$ cat config.mk
export PLATFORM = sky130hd
export DESIGN_NAME = peripheral_bus_arbiter
export DESIGN_NICKNAME = d
export VERILOG_FILES = /design/src/rtl/peripheral_bus_arbiter_pkg.sv /design/src/rtl/peripheral_bus_timeout.sv /design/src/rtl/peripheral_bus_arbiter.sv
export SDC_FILE = /design/constraint.sdc
export NUM_CORES = 1
export LEC_CHECK = 0
export BUFFER_PORTS_ARGS = -buffer_cell sky130_fd_sc_hd__buf_2
export CAP_MARGIN = 20
export CORE_AREA = 2 2 112 114
export CTS_CLUSTER_DIAMETER = 150
export CTS_CLUSTER_SIZE = 30
export DETAILED_ROUTE_END_ITERATION = 10
export DIE_AREA = 0 0 114 116
export PLACE_DENSITY = 0.55
export SLEW_MARGIN = 30
export SYNTH_ARGS = -nofsm -noshare
export SYNTH_HDL_FRONTEND = slang
export SYNTH_SLANG_ARGS = --single-unit
export TNS_END_PERCENT = 10
$ cat constraint.sdc
create_clock -name clk -period 2.3 [get_ports clk]
set_input_delay 0.46 -clock clk [delete_from_list [all_inputs] [get_ports clk]]
set_output_delay 0.46 -clock clk [all_outputs]
set_load 0.05 [all_outputs]
$ cat src/rtl/peripheral_bus_arbiter_pkg.sv
// Shared widths, FSM encoding and request bundle for peripheral_bus_arbiter.
package peripheral_bus_arbiter_pkg;

    localparam int BUS_ADDR_W = 24;
    localparam int BUS_DATA_W = 32;
    localparam int BUS_SEL_W  = 4;
    localparam int TMO_CNT_W  = 8;

    localparam logic [BUS_DATA_W-1:0] BUS_DATA_IDLE = 32'hFFFF_FFFF;

    typedef enum logic [1:0] {
        ARB_IDLE   = 2'd0,
        ARB_GRANT0 = 2'd1,
        ARB_GRANT1 = 2'd2
    } arb_state_e;

    typedef struct packed {
        logic                  we;
        logic                  oe;
        logic [BUS_ADDR_W-1:0] addr;
        logic [BUS_SEL_W-1:0]  sel;
        logic [BUS_DATA_W-1:0] wdata;
    } bus_req_t;

endpackage

$ cat src/rtl/peripheral_bus_timeout.sv
// Stall watchdog for a granted transfer: counts busy cycles of one grant.
module peripheral_bus_timeout
    import peripheral_bus_arbiter_pkg::*;
#(
    parameter int unsigned LIMIT = 255
) (
    input  logic clk,
    input  logic rst,
    input  logic active_i,
    input  logic busy_i,
    output logic hit_o
);

    localparam logic [TMO_CNT_W-1:0] LAST = TMO_CNT_W'(LIMIT - 1);

    logic [TMO_CNT_W-1:0] cnt_q, cnt_d;

    always_comb begin
        cnt_d = cnt_q;
        if (!active_i) begin
            cnt_d = '0;
        end else if (busy_i) begin
            cnt_d = cnt_q + 1'b1;
        end
    end

    always_ff @(posedge clk) begin
        if (rst) begin
            cnt_q <= '0;
        end else begin
            cnt_q <= cnt_d;
        end
    end

    // The cycle that would make the count reach LIMIT is the forced completion.
    assign hit_o = active_i & busy_i & (cnt_q == LAST);

endmodule

$ cat src/rtl/peripheral_bus_arbiter.sv
// Round-robin two-master arbiter for the 24-bit peripheral bus.
// Optional stall timeout: define PERIPHERAL_BUS_ARBITER_TIMEOUT_EN.
module peripheral_bus_arbiter
    import peripheral_bus_arbiter_pkg::*;
#(
    parameter int unsigned TIMEOUT_CYCLES = 255
) (
    input  logic                  clk,
    input  logic                  rst,
    input  logic                  m0_we,
    input  logic                  m1_we,
    input  logic                  m0_oe,
    input  logic                  m1_oe,
    input  logic [BUS_ADDR_W-1:0] m0_address,
    input  logic [BUS_ADDR_W-1:0] m1_address,
    input  logic [BUS_SEL_W-1:0]  m0_byteSelect,
    input  logic [BUS_SEL_W-1:0]  m1_byteSelect,
    input  logic [BUS_DATA_W-1:0] m0_dataWrite,
    input  logic [BUS_DATA_W-1:0] m1_dataWrite,
    output logic [BUS_DATA_W-1:0] m0_dataRead,
    output logic [BUS_DATA_W-1:0] m1_dataRead,
    output logic                  m0_busy,
    output logic                  m1_busy,
    output logic                  peripheralBus_we,
    output logic                  peripheralBus_oe,
    output logic [BUS_ADDR_W-1:0] peripheralBus_address,
    output logic [BUS_SEL_W-1:0]  peripheralBus_byteSelect,
    output logic [BUS_DATA_W-1:0] peripheralBus_dataWrite,
    input  logic                  peripheralBus_busy,
    input  logic [BUS_DATA_W-1:0] peripheralBus_dataRead,
    input  logic                  requestOutput,
    output logic                  timeout_irq
);

    arb_state_e state_q, state_d;
    logic       rr_q, rr_d;

    logic       req0, req1;
    logic       gnt0, gnt1;
    logic       gnt_end;
    logic       tmo_hit;
    bus_req_t   m0_r, m1_r, bus_r;
    logic [BUS_DATA_W-1:0] rdata;

    assign req0 = m0_we | m0_oe;
    assign req1 = m1_we | m1_oe;
    assign gnt0 = (state_q == ARB_GRANT0);
    assign gnt1 = (state_q == ARB_GRANT1);

    // A combined we+oe request is a write, so oe is masked by we.
    assign m0_r = '{we: m0_we, oe: m0_oe & ~m0_we, addr: m0_address,
                    sel: m0_byteSelect, wdata: m0_dataWrite};
    assign m1_r = '{we: m1_we, oe: m1_oe & ~m1_we, addr: m1_address,
                    sel: m1_byteSelect, wdata: m1_dataWrite};

    always_comb begin
        bus_r = '0;
        if (gnt0) begin
            bus_r = m0_r;
        end else if (gnt1) begin
            bus_r = m1_r;
        end
    end

    assign peripheralBus_we         = bus_r.we;
    assign peripheralBus_oe         = bus_r.oe;
    assign peripheralBus_address    = bus_r.addr;
    assign peripheralBus_byteSelect = bus_r.sel;
    assign peripheralBus_dataWrite  = bus_r.wdata;

`ifdef PERIPHERAL_BUS_ARBITER_TIMEOUT_EN
    peripheral_bus_timeout #(
        .LIMIT (TIMEOUT_CYCLES)
    ) u_timeout (
        .clk      (clk),
        .rst      (rst),
        .active_i (gnt0 | gnt1),
        .busy_i   (peripheralBus_busy),
        .hit_o    (tmo_hit)
    );
`else
    logic [TMO_CNT_W-1:0] tmo_limit_unused;
    assign tmo_limit_unused = TMO_CNT_W'(TIMEOUT_CYCLES);
    assign tmo_hit          = 1'b0;
`endif

    assign timeout_irq = tmo_hit;

    assign gnt_end = (gnt0 & ~req0) | (gnt1 & ~req1)
                   | ((gnt0 | gnt1) & (~peripheralBus_busy | tmo_hit));

    assign rdata = requestOutput ? peripheralBus_dataRead : BUS_DATA_IDLE;

    assign m0_busy = gnt0 ? (peripheralBus_busy & ~tmo_hit) : (gnt1 | req0);
    assign m1_busy = gnt1 ? (peripheralBus_busy & ~tmo_hit) : (gnt0 | req1);

    assign m0_dataRead = (gnt0 & ~peripheralBus_busy) ? rdata : BUS_DATA_IDLE;
    assign m1_dataRead = (gnt1 & ~peripheralBus_busy) ? rdata : BUS_DATA_IDLE;

    always_comb begin
        state_d = state_q;
        rr_d    = rr_q;
        unique case (state_q)
            ARB_IDLE: begin
                if (req0 && (!req1 || !rr_q)) begin
                    state_d = ARB_GRANT0;
                end else if (req1) begin
                    state_d = ARB_GRANT1;
                end
            end
            ARB_GRANT0, ARB_GRANT1: begin
                if (gnt_end) begin
                    state_d = ARB_IDLE;
                    rr_d    = gnt0;
                end
            end
            default: state_d = ARB_IDLE;
        endcase
    end

    always_ff @(posedge clk) begin
        if (rst) begin
            state_q <= ARB_IDLE;
            rr_q    <= 1'b0;
        end else begin
            state_q <= state_d;
            rr_q    <= rr_d;
        end
    end

endmodule

==> reports/results.txt <==
Final worst path period share: 0.969
Comb pwr share: 0.832
Worst min path class: in -> reg
YS warnings: 0
Initial core utilization: 0.115
Final Cell Area: 3130 µm²
Critical Path Start Type: flop
Seq/Total Area, Yosys: 0.0438
Clk slew on worst S/H paths: 0.03 ns
Max-cap violation count: 0
Die height: 116 µm
Arrival @ worst endpoint: 1.77 ns
Max-slew violation count: 0
Place WS: 0.271 ns
Gp weighted congestion: 0.792
Highest routed layer: met4
Unique masters post-synth: 26
CTS tree: yes
Placed Instances: 635
M1 WL: 3.48 mm
Post-Syn Area: 1370 µm²
Syn nets: 386
Die width: 114 µm
Tmin final: 2.23 ns
Final ANT Viol Nets: 0
Status: finished, final reports clean
Detailed Route WL: 8.95 mm
Vias: 2652
Hold Buf Count CTS: 0
Number of diodes: 0
Clock power frac: 0.135
Grt ovf: 0
Remaining DRCs: 0
Global-route wire length before repair: 11.6 mm
Post-synth top area share: 0.383
Worst hold slack: 0.430 ns
Unrepaired setup endpoints after global routing: no
Cell count after synthesis: 222
Top post-synthesis cells by count: nand2_1, a22o_1, nor2b_1
Total track usage: 0.110
Maximum vdd ir drop: 170 µV
Cell Pwr Density: 647 nW/µm²
Clock Skews: 0.000894 ns
CP Max Fanout: 31
First-pass iteration count of the detailed router: 4
Number of global-route vias before repair: 2301
Largest cells by area after synthesis: a22o_1, nand2_1, nor2b_1, clkbuf_1, dfxtp_1
Final number of setup-violating endpoints: 0
FFs w/ async S/R, synth: 0
Largest area contributor in the netlist: a22o_1
Fin util: 0.263
Cell Rows: 40
Final WS setup: 0.0707 ns
Die ar.: 13200 µm²
Post-synth EDFFs: 0
Net Sw Frac: 0.617
Ratio of cells with drive above 1 in the final layout: 0.617
Switch Pwr: 1.25 mW
CTS H-tree lvls: 1
Largest net degree at the start of global routing: 66
Area delta synth->final: 128%
Post-DP HPWL: 7.06 mm
Placed cell area: 3010 µm²
Clock Latency Late Sink: 0.22 ns
Initial antenna violation count: 0
Syn_area_per_cell: 6.18 µm²
Core Region: 11900 µm²
Root buf cell: clkbuf_16
Register share of total power: 0.032
# port buffers: 287
Crit path required time: 1.84 ns
I/O pin count: 289
DRT iter0 DRCs: 111
Fmax: 449 MHz
Setup TNS: 0 ns
Met2 wire length: 4.75 mm
CP Class: reg -> out
CTS Sinks: 3
Final net count: 658
CTS Buffer Depth: 2
Lkg Pwr: 1.61 nW
Avg Vias per Cell: 4.14
Synth Register Bits: 3
Final Hold Vio Count: 0
Power Total: 2.02 mW
Top_reg_cell synth: dfxtp_1
Count leader, synth: nand2_1
WL met3: 689 µm
Internal power: 0.775 mW
Critical Path End Type: output port
Total CTS buffers: 3
WL/cell: 14.0 µm
Post-Layout Cell Count: 640
-- critical path, cell delays in order (launching register included) --
cell	delay, ns
dfxtp_1	0.36
inv_1	0.09
ha_2	0.23
nor2b_4	0.18
buf_12	0.21
a22o_1	0.17
buf_2	0.29
-- cells in the final DEF, fill, tap and decap left out, types with 2 or more instances in the layout --
| master | netlist | final |
|---|---|---|
| nor3b_1 | 2 | 2 |
| dfxtp_1 | 3 | 3 |
| ha_1 | 4 | 3 |
| a22o_1 | 60 | 60 |
| nor2_1 | 3 | 3 |
| nor2b_1 | 35 | 32 |
| nor3_1 | 2 | 2 |
| a21oi_1 | 4 | 4 |
| inv_1 | 4 | 4 |
| clkbuf_4 | 0 | 5 |
| clkbuf_16 | 0 | 4 |
| nand2_1 | 67 | 67 |
| nor2b_2 | 0 | 2 |
| buf_2 | 1 | 282 |
| buf_12 | 0 | 5 |
-- state kept, by name, indices dropped and copies added (netlist names) --
signal	cells
rr_q	1
state_q	2
-- power by group through the flow --
stage	logic [mW]	registers [mW]	clock network, mW
final	1.68	0.0652	0.274
after global placement	1.67	0.0659	0
after global routing	1.77	0.0662	0.286
after CTS	1.68	0.0655	0.278
after floorplan	1.21	0.0646	0
after detailed placement	1.67	0.0659	0
-- path summary, 6_finish.rpt --
kind,from,to,slack (ns),cells past startpoint
setup / recovery,state_q[1],peripheralBus_dataWrite[22],0.07,6
hold / removal,rst,state_q[0],0.43,2
setup reg to reg,state_q[1],state_q[0],0.45,7
hold reg to reg,rr_q,rr_q,0.49,2
-- cell type report --
| type | instances | area [µm²] |
|---|---|---|
| Tap cell | 147 | 184 |
| Multi-Input combinational cell | 189 | 1220 |
| Clock buffer | 4 | 78.8 |
| Inverter | 4 | 15.0 |
| Sequential cell | 3 | 60.1 |
| Timing Repair Buffer | 293 | 1570 |
| Fill cell | 1334 | 8780 |
-- timing repair --
action / 4_1_cts / 5_1_grt
setup buffers: 0 / 0
resized for setup: 0 / 5
setup endpoints to repair: 0 / 21
-- logic make-up (layout without fill, tap and decap cells) --
family | Yosys count | count (layout) | synth area share
buffers and inverters | 30 | 301 | 0.0858
and+or+nand+nor | 113 | 113 | 0.390
muxes | 1 | 1 | 0.00730
other | 1 | 1 | 0.00273
adders and majority gates | 4 | 4 | 0.0365
AOI/OAI and AO/OA | 70 | 70 | 0.434
DFF | 3 | 3 | 0.0438
-- routing by layer --
metal | global-route usage | up-vias
li1 | - | 1324
met4 | 0.0171 | 0
met1 | 0.125 | 1173
met5 | 0 | -
met2 | 0.221 | 153
met3 | 0.0136 | 2
Power figures use the tool's default switching activity.
